$ cat src/rtl/mix_columns_seq.sv
// Sequential AES MixColumns / InvMixColumns / bypass engine.
// A 128-bit block is captured on accept. COLS_PER_CYCLE columns are then
// transformed per RUN cycle into a result register. The result is held
// until downstream takes it.
module mix_columns_seq #(
  parameter int unsigned COLS_PER_CYCLE = 1
) (
  input  logic         clk,
  input  logic         rst_n,
  input  logic         in_valid,
  output logic         in_ready,
  input  logic [1:0]   in_mode,
  input  logic [127:0] in_state,
  output logic         out_valid,
  input  logic         out_ready,
  output logic [127:0] out_state
);

  localparam int unsigned NUM_STEPS = 4 / COLS_PER_CYCLE;
  localparam logic [1:0]  LAST_CNT  = 2'(NUM_STEPS - 1);

  if (COLS_PER_CYCLE != 1 && COLS_PER_CYCLE != 2 && COLS_PER_CYCLE != 4) begin : g_bad_cols
    $error("mix_columns_seq: COLS_PER_CYCLE must be 1, 2 or 4");
  end

  typedef enum logic [1:0] {
    IDLE = 2'd0,
    RUN  = 2'd1,
    DONE = 2'd2
  } state_e;

  state_e       state_q, state_d;
  logic [1:0]   cnt_q, cnt_d;
  logic [1:0]   mode_q, mode_d;
  logic [127:0] in_q, in_d;
  logic [127:0] res_q, res_d;

  function automatic logic [7:0] xtime(input logic [7:0] b);
    return {b[6:0], 1'b0} ^ (b[7] ? 8'h1B : 8'h00);
  endfunction

  // One column unit. Mode 00 is forward, 01 is inverse, and 1x is bypass.
  function automatic logic [31:0] mix_col(input logic [31:0] c, input logic [1:0] m);
    logic [7:0] b  [4];
    logic [7:0] x2 [4];
    logic [7:0] x4 [4];
    logic [7:0] x8 [4];
    logic [7:0] o  [4];
    logic [1:0] r0, r1, r2, r3;
    b[0] = c[31:24];
    b[1] = c[23:16];
    b[2] = c[15:8];
    b[3] = c[7:0];
    for (int unsigned r = 0; r < 4; r++) begin
      r0     = 2'(r);
      x2[r0] = xtime(b[r0]);
      x4[r0] = xtime(x2[r0]);
      x8[r0] = xtime(x4[r0]);
    end
    for (int unsigned r = 0; r < 4; r++) begin
      // 2-bit indices wrap naturally, giving the mod-4 row rotation.
      r0 = 2'(r);
      r1 = r0 + 2'd1;
      r2 = r0 + 2'd2;
      r3 = r0 + 2'd3;
      case (m)
        2'b00:   o[r0] = x2[r0] ^ (x2[r1] ^ b[r1]) ^ b[r2] ^ b[r3];
        2'b01:   o[r0] = (x8[r0] ^ x4[r0] ^ x2[r0])   // 0E
                       ^ (x8[r1] ^ x2[r1] ^ b[r1])    // 0B
                       ^ (x8[r2] ^ x4[r2] ^ b[r2])    // 0D
                       ^ (x8[r3] ^ b[r3]);            // 09
        default: o[r0] = b[r0];
      endcase
    end
    return {o[0], o[1], o[2], o[3]};
  endfunction

  // Next-state logic: handshakes, the column counter, and the transform of the current column group.
  always_comb begin
    state_d = state_q;
    cnt_d   = cnt_q;
    mode_d  = mode_q;
    in_d    = in_q;
    res_d   = res_q;
    unique case (state_q)
      IDLE: begin
        if (in_valid) begin
          in_d    = in_state;
          mode_d  = in_mode;
          cnt_d   = '0;
          state_d = RUN;
        end
      end
      RUN: begin
        for (int unsigned j = 0; j < COLS_PER_CYCLE; j++) begin
          logic [1:0] col;
          logic [6:0] lsb;
          col = 2'(32'(cnt_q) * COLS_PER_CYCLE + j);
          // Column 0 occupies the most significant 32 bits.
          lsb = {2'd3 - col, 5'd0};
          res_d[lsb +: 32] = mix_col(in_q[lsb +: 32], mode_q);
        end
        if (cnt_q == LAST_CNT) begin
          cnt_d   = '0;
          state_d = DONE;
        end else begin
          cnt_d = cnt_q + 2'd1;
        end
      end
      DONE: begin
        if (out_ready) state_d = IDLE;
      end
      default: state_d = IDLE;
    endcase
  end

  // State registers with asynchronous active-low reset.
  always_ff @(posedge clk or negedge rst_n) begin
    if (!rst_n) begin
      state_q <= IDLE;
      cnt_q   <= '0;
      mode_q  <= '0;
      in_q    <= '0;
      res_q   <= '0;
    end else begin
      state_q <= state_d;
      cnt_q   <= cnt_d;
      mode_q  <= mode_d;
      in_q    <= in_d;
      res_q   <= res_d;
    end
  end

  // Handshake outputs are decoded from the state register only.
  always_comb begin
    in_ready  = 1'b0;
    out_valid = 1'b0;
    out_state = res_q;
    if (state_q == IDLE) in_ready  = 1'b1;
    if (state_q == DONE) out_valid = 1'b1;
  end

endmodule

$ cat config.mk
export PLATFORM = sky130hd
export DESIGN_NAME = mix_columns_seq
export DESIGN_NICKNAME = d
export VERILOG_FILES = /design/src/rtl/mix_columns_seq.sv
export SDC_FILE = /design/constraint.sdc
export NUM_CORES = 1
export LEC_CHECK = 0
export CAP_MARGIN = 10
export CORE_ASPECT_RATIO = 1.75
export CORE_MARGIN = 2
export CORE_UTILIZATION = 35
export DETAILED_ROUTE_END_ITERATION = 7
export SYNTH_ARGS = -nofsm -noshare
export SYNTH_HDL_FRONTEND = slang
export SYNTH_SLANG_ARGS = --single-unit
$ cat constraint.sdc
create_clock -name clk -period 3.2 [get_ports clk]
set_input_delay 0.48 -clock clk [delete_from_list [all_inputs] [get_ports clk]]
set_output_delay 0.48 -clock clk [all_outputs]
set_load 0.02 [all_outputs]
==> run summary, run 1 <==
## Timing
* period utilisation layout: 102%
* setup slack of the critical path after layout: -68.7 ps
* hold slack: 471 ps
* max-slew violation count: 0
* transition time at the pin with the least slew margin: 721 ps
* highest attainable clock frequency: 0.306 GHz
* final critical-path required period: 3270 ps
* final hold vios: 0
* worst rel slew slack: 51.8%
* clk_skew: 15.6 ps
* final number of setup-violating endpoints: 12
* unrepaired setup endpoints after global routing: true

## Drt
* count of unresolved DRC violations after routing: 0
* final antenna-violating net count: 0
* Via density: 5.04
* number of DRC violations after detailed-routing iteration 0: 407
* routed wire length: 43.1 mm
* number of vias after detailed routing: 9959
* average wire length per cell after detail routing: 21.8 um
* number of search-and-repair iterations in the first detailed-routing pass: 4

## Outcome
* result of the run: finished, violations left
* failing checks: negative setup slack

## Yosys
* net count after synthesis: 1181
* Netlist Area Pre-Place: 13700 um^2
* synthesized instance count: 1042
* Yosys warnings: 0
* Unique masters post-synth: 51
* share of synthesized area occupied by flip-flops and latches: 47.8%
* number of synthesized register bits: 262
* synthesized area per cell: 13.2 um^2

## Die
* number of cell rows: 96
* floorplan die height: 266 um
* die area: 40800 um^2
* number of ports placed on the die boundary: 264
* effective utilization at floorplan: 35.2%
* floorplan core area: 38900 um^2
* Chip Width: 154 um

## Clock network
* post-CTS clock slew at the launch and capture registers of the worst setup and hold paths: 70 ps
* # clock sinks: 262
* clock root buffer: sky130_fd_sc_hd__clkbuf_16
* total clock buffers created by CTS: 26
* CTS H-tree lvls: 1
* Clk Latency, worst-skew pair: 550 ps
* CTS tree: built
* clock tree buffer depth: 3

## Finish
* Non-Filler Instances: 1976
* fraction of layout instances using a drive strength above 1: 34.9%
* combined area of the multi-input logic cells: 7400 um^2
* total inserted antenna cells: 0
* fill cell instance count of the final layout: 3444
* number of nets in the layout: 1605
* synthesis-to-layout area growth: 45.6%
* total area of sequential cells: 6560 um^2

## Setup path
* Setup CP Type: flop to flop
* Slowest cell on crit path: sky130_fd_sc_hd__mux4_2
* slowest stage delay, CP: 630 ps
* kind of cell adding the most delay to the critical path: XOR/XNOR gates
* largest driver fanout on the critical path: 8
* critical path launch point type: flop
* critical path cell sequence: buf_6 > buf_12 > buf_4 > mux4_2 > buf_12 > xnor2_4 > xnor2_2 > xnor3_2 > xnor2_1 > a222oi_1 > buf_4 > a22o_1
* critical path required time: 3680 ps
* Critical path buffers and inverters: 5
* Arrival @ worst endpoint: 3750 ps
* capturing element type of the critical path: flop

## Global routing
* global-route congestion overflow total: 0
* first-pass GRT wire length: 65.1 mm
* pin count of the biggest net entering global routing: 83
* GR Util All Layers: 20.8%
* via count of the first global-routing pass: 10500
* number of antenna violations at the first check in global routing: 0

## Place
* Placed Instances: 1871
* routability-driven placement congestion ratio: 0.885
* placed wire-length estimate after detailed placement: 32.7 mm
* count of input and output buffers: 263

## Flow run
* max capacitance violation total: 0

## Worst hold path
* min-delay worst type: primary input to asynchronous set/reset pin

## routing by layer
metal  part of all wire (%)  global-route usage (%)  up-vias
met4                    3.5                    7.34        0
met1                     37                    23.5     5085
met5                      0                       0        -
met2                     56                    40.1      264
li1                       -                       -     4540
met3                    3.3                    2.13       70
## worst register-to-register path, stage by stage, from the launching register on
cell and delay [ps]:
sky130_fd_sc_hd__dfrtp_2 410, sky130_fd_sc_hd__buf_6 120, sky130_fd_sc_hd__buf_12 130, sky130_fd_sc_hd__buf_4 130
sky130_fd_sc_hd__mux4_2 630, sky130_fd_sc_hd__buf_12 190, sky130_fd_sc_hd__xnor2_4 140, sky130_fd_sc_hd__xnor2_2 240
sky130_fd_sc_hd__xnor3_2 350, sky130_fd_sc_hd__xnor2_1 150, sky130_fd_sc_hd__a222oi_1 380, sky130_fd_sc_hd__buf_4 230
sky130_fd_sc_hd__a22o_1 130
## logic make-up after synthesis
| family | Yosys count | synth area share (%) |
|---|---|---|
| simple gates | 132 | 3.91 |
| buf+inv | 81 | 3.10 |
| compound gates | 177 | 9.27 |
| flops | 262 | 47.8 |
| xor+xnor | 220 | 19.3 |
| mux | 165 | 16.2 |
| fa+ha+maj | 5 | 0.456 |
## cell usage after synthesis (all sizes together)
cell type    n  area, um^2
mux4        32         728
o21ai       68         340
nor4         1        6.26
a221oi       5        68.8
a32oi        4        35.0
or4          1        7.51
ha           5        62.6
nor2b        2        12.5
a222oi       4        40.0
or3          3        18.8
clkbuf      47         206
inv          8        30.0
a31o         1        8.76
o221ai       4        35.0
xor2        36         360
nand3        4        20.0
o22ai        7        43.8
xnor3       29         662
nor3         2        10.0
dfrtp      262        6560
a32o         8        80.1
nand2b       4        25.0
xnor2      150        1500
mux2       128        1440
nand4        1        6.26
nor2        23        86.3
a22o        59         517
o21ba        1        10.0
and2         1        6.26
a21oi       13        65.1
buf         26         189
mux2i        5        50.1
xor3         5         120
a221o        2        20.0
o21bai       1        7.51
nand2       90         338
## cell usage in the layout (no fill, tap or decap), types with 5 or more instances in the layout
cell type	count
sky130_fd_sc_hd__o21ai_2	6
sky130_fd_sc_hd__inv_1	8
sky130_fd_sc_hd__buf_6	25
sky130_fd_sc_hd__xnor3_1	14
sky130_fd_sc_hd__ha_1	5
sky130_fd_sc_hd__a221oi_2	5
sky130_fd_sc_hd__buf_8	5
sky130_fd_sc_hd__clkbuf_8	6
sky130_fd_sc_hd__o21ai_0	34
sky130_fd_sc_hd__nand2_1	88
sky130_fd_sc_hd__o21ai_1	28
sky130_fd_sc_hd__xor2_1	25
sky130_fd_sc_hd__o22ai_1	7
sky130_fd_sc_hd__mux2_2	128
sky130_fd_sc_hd__xnor2_1	97
sky130_fd_sc_hd__a22o_1	59
sky130_fd_sc_hd__nor2_1	23
sky130_fd_sc_hd__xor2_2	7
sky130_fd_sc_hd__xnor3_2	13
sky130_fd_sc_hd__mux2i_1	5
sky130_fd_sc_hd__xnor2_2	33
sky130_fd_sc_hd__mux4_2	31
sky130_fd_sc_hd__xnor2_4	20
sky130_fd_sc_hd__dfrtp_1	260
sky130_fd_sc_hd__buf_4	163
sky130_fd_sc_hd__clkdlybuf4s50_1	262
sky130_fd_sc_hd__buf_12	13
sky130_fd_sc_hd__a21oi_1	10
sky130_fd_sc_hd__clkbuf_16	27
sky130_fd_sc_hd__a32o_1	8
## registers in the layout (all words and copies together), names as in the netlist
register / cells
in_q: 128
cnt_q: 2
mode_q: 2
out_state: 128
state_q: 2
## cell type report
| type | count | share of cell area (%) |
|---|---|---|
| clock buffers | 37 | 3.87 |
| clock inverters | 11 | 0.639 |
| inverters | 8 | 0.150 |
| multi-input cells | 699 | 37.0 |
| flip-flops and latches | 262 | 32.8 |
| well taps | 490 | 3.07 |
| repair buffers | 469 | 22.4 |
## worst paths after layout
kind / from / end / slack (ps) / cells past startpoint
max: cnt_q[0]$_DFFE_PN0P_ / out_state[91]$_DFFE_PN0P_ / -70 / 12
min: rst_n / in_q[40]$_DFFE_PN0P_ / 470 / 2
max reg2reg: cnt_q[0]$_DFFE_PN0P_ / out_state[91]$_DFFE_PN0P_ / -70 / 12
min reg2reg: out_state[111]$_DFFE_PN0P_ / out_state[111]$_DFFE_PN0P_ / 480 / 2
max in group asynchronous: rst_n / out_state[106]$_DFFE_PN0P_ / 1850 / 3
min in group clk: out_state[111]$_DFFE_PN0P_ / out_state[111]$_DFFE_PN0P_ / 480 / 2
## through the flow
| step | setup slack [ps] | utilization (%) | TNS (ps) | cell area (um^2) |
|---|---|---|---|---|
| after detailed placement | -307 | 45.8 | -6160 | 17800 |
| after global routing | -140 | 51.3 | -3270 | 20000 |
| final | -68.7 | 51.3 | -596 | 20000 |
| after CTS | -94.5 | 49.6 | -857 | 19300 |
| after global placement | -304 | 45.8 | -4350 | 17800 |
| after floorplan | 1.01 | - | 0 | 13800 |
## what timing repair did
item	CTS	global route
endpoints found under the setup margin	65	120
gates cloned	1	0
pin swaps	36	49
setup buffers	33	29
endpoints found under the hold margin	60	0
resized for setup	55	83
hold buffers	1	0
Power of run 1 is not shown: default switching activity piles up to over one toggle a cycle in this logic, so the estimate is an artifact.
==> inputs of run 2 (changes only) <==
- PLACE_DENSITY_LB_ADDON: unset -> 0.12
==> run 2 against run 1 <==
Compared with the run above: the flow finishes with violations (negative hold slack, negative setup slack); via count up 0.33%; setup slack better by 13 ps; register-to-register slack about the same; clock-buffer cell count down 1; critical path depth down 1; die area unchanged; critical endpoint is now out_state[94]$_DFFE_PN0P_; highest routed layer unchanged.
==> run summary, run 2 (synthesized netlist as in run 1, its figures left out) <==
## Clock network
* Clk Latency, worst-skew pair: 550 ps
* Hold-fix buffers, CTS: 0
* clock tree buffer depth: 3
* # clock sinks: 262
* total clock buffers created by CTS: 25
* CTS tree: built
* post-CTS clock slew at the launch and capture registers of the worst setup and hold paths: 70 ps
* CTS H-tree lvls: 1
* clock root buffer: sky130_fd_sc_hd__clkbuf_16

## Flow run
* max capacitance violation total: 0

## Drt
* count of unresolved DRC violations after routing: 0
* number of DRC violations after detailed-routing iteration 0: 442
* number of vias after detailed routing: 9992
* average wire length per cell after detail routing: 21.9 um
* number of search-and-repair iterations in the first detailed-routing pass: 4
* final antenna-violating net count: 0
* Via density: 5.05
* routed wire length: 43.4 mm

## Setup path
* largest driver fanout on the critical path: 7
* critical path cell sequence: buf_12 > buf_12 > buf_12 > mux4_2 > xnor2_4 > xnor3_2 > xnor3_2 > xnor2_2 > a222oi_1 > buf_4 > o21ai_1
* Setup CP Type: flop to flop
* worst reg2reg startpoint: cnt_q[0]$_DFFE_PN0P_
* reg-to-reg critical path endpoint: out_state[94]$_DFFE_PN0P_
* capturing element type of the critical path: flop
* critical path launch point type: flop
* Arrival @ worst endpoint: 3660 ps
* setup slack of the most critical reg-to-reg path: -60 ps
* cell count of the worst reg-to-reg path: 11
* Slowest cell on crit path: sky130_fd_sc_hd__mux4_2
* most prevalent standard cell on the critical path: sky130_fd_sc_hd__buf_12
* critical path required time: 3600 ps
* slowest stage delay, CP: 570 ps

## Global routing
* GR Util All Layers: 20.9%
* number of antenna violations at the first check in global routing: 1
* via count of the first global-routing pass: 10500
* global-route congestion overflow total: 0
* pin count of the biggest net entering global routing: 105
* first-pass GRT wire length: 65.2 mm

## Timing
* final hold vios: 2
* setup slack of the critical path after layout: -55.8 ps
* final critical-path required period: 3260 ps
* highest attainable clock frequency: 0.307 GHz
* max-slew violation count: 0
* clk_skew: 12.3 ps
* period utilisation layout: 102%
* transition time at the pin with the least slew margin: 867 ps
* final number of setup-violating endpoints: 16
* worst rel slew slack: 42.2%
* hold slack: -11.9 ps
* unrepaired setup endpoints after global routing: true

## Finish
* most common cell after layout, fill and taps aside: sky130_fd_sc_hd__clkdlybuf4s50_1
* fraction of layout instances using a drive strength above 1: 35.7%
* fill cell instance count of the final layout: 3521
* combined area of the multi-input logic cells: 7410 um^2
* synthesis-to-layout area growth: 45.8%
* commonest cells after routing, fill and taps aside: 262 x sky130_fd_sc_hd__clkdlybuf4s50_1, 260 x sky130_fd_sc_hd__dfrtp_1, 165 x sky130_fd_sc_hd__buf_4
* utilization of the core after routing: 51.4%
* total area of sequential cells: 6560 um^2
* number of nets in the layout: 1609

## Die
* number of ports placed on the die boundary: 264
* floorplan core area: 38900 um^2
* number of cell rows: 96
* floorplan die height: 266 um
* effective utilization at floorplan: 35.2%
* die area: 40800 um^2
* Chip Width: 154 um

## Outcome
* result of the run: finished, violations left
* failing checks: negative hold slack, negative setup slack

## Place
* placed wire-length estimate after detailed placement: 33.3 mm
* routability-driven placement congestion ratio: 0.897
* count of input and output buffers: 263

## Worst hold path
* min-delay worst type: primary input to asynchronous set/reset pin

run 2: cell types whose count changed in the layout (fill, tap and decap cells not counted), moves of 3 or more:
cell                         previous run  this run
sky130_fd_sc_hd__buf_12                13        19
sky130_fd_sc_hd__clkinv_2               2         7
sky130_fd_sc_hd__a21oi_2                1         5
sky130_fd_sc_hd__buf_8                  5         1
sky130_fd_sc_hd__clkinvlp_4             3         0
sky130_fd_sc_hd__mux2i_1                5         2
sky130_fd_sc_hd__o21ai_0               34        31
sky130_fd_sc_hd__o21ai_2                6         9
run 2: per-layer routing:
metal	part of all wire, %	track usage [%]	vias to the layer above
met4	3.8	8.31	0
li1	-	-	4569
met1	36	23.7	5059
met2	56	39.8	287
met3	3.6	2.21	77
met5	0	0	-
run 2: per-stage QoR:
stage,TNS [ps],instance area (um^2),hold slack [ps],setup slack (ps),instances
finish,-473,20000,-11.9,-55.8,1979
global route,-3960,20000,69.6,-138,1979
CTS,-1160,19400,27.2,-83.7,1953
detailed placement,-6050,18000,470,-229,1882
global placement,-4330,18000,463,-175,1882
floorplan,0,13800,184,1.01,1042
run 2: worst max path at each step:
stage                               from                        end  slack (ps)
floorplan           cnt_q[0]$_DFFE_PN0P_  out_state[52]$_DFFE_PN0P_           1
global placement    cnt_q[0]$_DFFE_PN0P_  out_state[75]$_DFFE_PN0P_        -170
detailed placement  cnt_q[0]$_DFFE_PN0P_  out_state[75]$_DFFE_PN0P_        -230
CTS                 cnt_q[0]$_DFFE_PN0P_  out_state[45]$_DFFE_PN0P_         -80
global route        cnt_q[0]$_DFFE_PN0P_  out_state[75]$_DFFE_PN0P_        -140
finish              cnt_q[0]$_DFFE_PN0P_  out_state[94]$_DFFE_PN0P_         -60
run 2: area by class of cell:
type / count / share of cell area, %
Clock inverter: 9 / 0.476
Inverter: 8 / 0.150
Sequential cell: 262 / 32.8
Antenna cell: 1 / 0.0125
Clock buffer: 36 / 3.64
Multi-Input combinational cell: 699 / 37.1
Timing Repair Buffer: 474 / 22.8
Tap cell: 490 / 3.07
run 2: critical path: cells and delay by family, from the launching register on:
kind                   cells  cell delay (ps)
buffers and inverters      4              590
multiplexers               1              570
AO/OA/AOI/OAI              2              360
flip-flops                 1              420
XOR/XNOR                   4             1160
run 2: what timing repair did:
item                                    in CTS  in global routing
gates cloned                                 1                  0
pin swaps                                   47                 47
setup buffers                               26                 27
gates resized for setup                     59                 78
endpoints found under the setup margin      79                122
Power of run 2 is left out for the same reason.
==> inputs of run 3 (changes only) <==
- TNS_END_PERCENT: unset -> 5
==> run 3 against run 2 <==
Compared with the run above: the run still ends with negative hold slack, negative setup slack left; die area stayed put; design area is 2.7% lower; critical path depth is 1 higher; critical path type unchanged.
==> run summary, run 3 (synthesized netlist as in run 1, its figures left out) <==
## Drt
* number of search-and-repair iterations in the first detailed-routing pass: 5
* Via density: 5.00
* number of vias after detailed routing: 9770
* number of DRC violations after detailed-routing iteration 0: 467
* routed wire length: 43.0 mm
* average wire length per cell after detail routing: 22.0 um
* count of unresolved DRC violations after routing: 0
* final antenna-violating net count: 0

## Timing
* clk_skew: 11.0 ps
* setup slack of the critical path after layout: -83.2 ps
* transition time at the pin with the least slew margin: 852 ps
* max-slew violation count: 0
* final number of setup-violating endpoints: 28
* highest attainable clock frequency: 0.305 GHz
* final critical-path required period: 3280 ps
* hold slack: -18.4 ps
* worst rel slew slack: 43.2%
* unrepaired setup endpoints after global routing: true
* final hold vios: 2
* period utilisation layout: 103%

## Setup path
* Critical path buffers and inverters: 5
* largest driver fanout on the critical path: 8
* Slowest cell on crit path: sky130_fd_sc_hd__mux4_2
* critical path launch point type: flop
* Arrival @ worst endpoint: 3690 ps
* capturing element type of the critical path: flop
* slowest stage delay, CP: 590 ps
* source of the critical timing path: cnt_q[0]$_DFFE_PN0P_
* Setup CP Type: flop to flop
* worst reg2reg startpoint: cnt_q[0]$_DFFE_PN0P_
* critical path required time: 3600 ps
* kind of cell adding the most delay to the critical path: XOR/XNOR gates
* critical path cell sequence: buf_12 > buf_16 > buf_12 > mux4_2 > buf_6 > xnor2_4 > xnor3_2 > xnor3_2 > xnor2_2 > a222oi_1 > buf_4 > o21ai_1

## Global routing
* pin count of the biggest net entering global routing: 105
* GR Util All Layers: 20.9%
* number of antenna violations at the first check in global routing: 1
* first-pass GRT wire length: 65.0 mm
* global-route congestion overflow total: 0
* via count of the first global-routing pass: 10500

## Outcome
* failing checks: negative hold slack, negative setup slack
* result of the run: finished, violations left

## Finish
* number of nets in the layout: 1584
* utilization of the core after routing: 50.0%
* combined area of the multi-input logic cells: 7150 um^2
* synthesis-to-layout area growth: 41.9%
* fill cell instance count of the final layout: 3554
* total area of sequential cells: 6560 um^2
* commonest cells after routing, fill and taps aside: 262 x sky130_fd_sc_hd__clkdlybuf4s50_1, 260 x sky130_fd_sc_hd__dfrtp_1, 159 x sky130_fd_sc_hd__buf_4
* most common cell after layout, fill and taps aside: sky130_fd_sc_hd__clkdlybuf4s50_1
* fraction of layout instances using a drive strength above 1: 32.6%

## Die
* Chip Width: 154 um
* floorplan core area: 38900 um^2
* effective utilization at floorplan: 35.2%
* die area: 40800 um^2
* floorplan die height: 266 um
* number of cell rows: 96
* number of ports placed on the die boundary: 264

## Clock network
* post-CTS clock slew at the launch and capture registers of the worst setup and hold paths: 70 ps
* CTS H-tree lvls: 1
* Clk Latency, worst-skew pair: 540 ps
* clock tree buffer depth: 3
* CTS tree: built
* clock root buffer: sky130_fd_sc_hd__clkbuf_16
* total clock buffers created by CTS: 25
* # clock sinks: 262

## Flow run
* max capacitance violation total: 0

## Place
* placed wire-length estimate after detailed placement: 33.3 mm
* count of input and output buffers: 263
* routability-driven placement congestion ratio: 0.897
* Setup Slack @ Placement: -229 ps

## Worst hold path
* min-delay worst type: primary input to asynchronous set/reset pin

-- run 3: cell count changes in the layout (fill, tap and decap cells not counted), moves of 3 or more --
cell,before,now
sky130_fd_sc_hd__buf_6,27,11
sky130_fd_sc_hd__o21ai_0,31,37
sky130_fd_sc_hd__buf_4,165,159
sky130_fd_sc_hd__xor2_1,24,27
sky130_fd_sc_hd__buf_12,19,15
sky130_fd_sc_hd__xnor2_4,19,13
sky130_fd_sc_hd__xnor2_1,96,107
sky130_fd_sc_hd__o21ai_2,9,1
sky130_fd_sc_hd__xnor2_2,35,30
-- run 3: per-layer routing --
metal	part of all wire [%]	up-vias	GRT usage [%]
li1	-	4516	-
met1	36	4923	23.6
met2	56	261	39.7
met3	3.6	70	2.20
met4	3.9	0	8.38
met5	0	-	0
-- run 3: worst paths after layout --
path / slack [ps] / end / cells after the start
setup / recovery: -80 / out_state[94]$_DFFE_PN0P_ / 12
hold / removal: -20 / in_q[40]$_DFFE_PN0P_ / 1
max in group asynchronous: 2370 / in_q[79]$_DFFE_PN0P_ / 2
min in group clk: 480 / out_state[72]$_DFFE_PN0P_ / 2
setup reg to reg: -80 / out_state[94]$_DFFE_PN0P_ / 12
hold reg to reg: 480 / out_state[72]$_DFFE_PN0P_ / 2
-- run 3: timing repair --
item                       in CTS  in global routing
pin swaps                      24                 18
setup endpoints to repair      79                117
setup buffers                  19                  7
gates cloned                    1                  0
hold buffers                    0                  0
resized for setup              45                 32
hold endpoints to repair        0                  0
-- run 3: area by class of cell --
| type | instances | area share, % |
|---|---|---|
| Tap cell | 490 | 3.15 |
| Clock buffer | 36 | 3.74 |
| Multi-Input combinational cell | 699 | 36.7 |
| Timing Repair Buffer | 449 | 22.0 |
| Inverter | 8 | 0.154 |
| Sequential cell | 262 | 33.7 |
| Clock inverter | 9 | 0.489 |
| Antenna cell | 1 | 0.0129 |
-- run 3: stage by stage --
step,hold WS (ps),std cells,instance area [um^2],TNS [ps]
after floorplan,184,1042,13800,0
after global placement,463,1882,18000,-4330
after detailed placement,470,1882,18000,-6050
after CTS,27.2,1946,19200,-1840
after global routing,52.1,1954,19500,-8660
final,-18.4,1954,19500,-888
Power of run 3 is left out for the same reason.
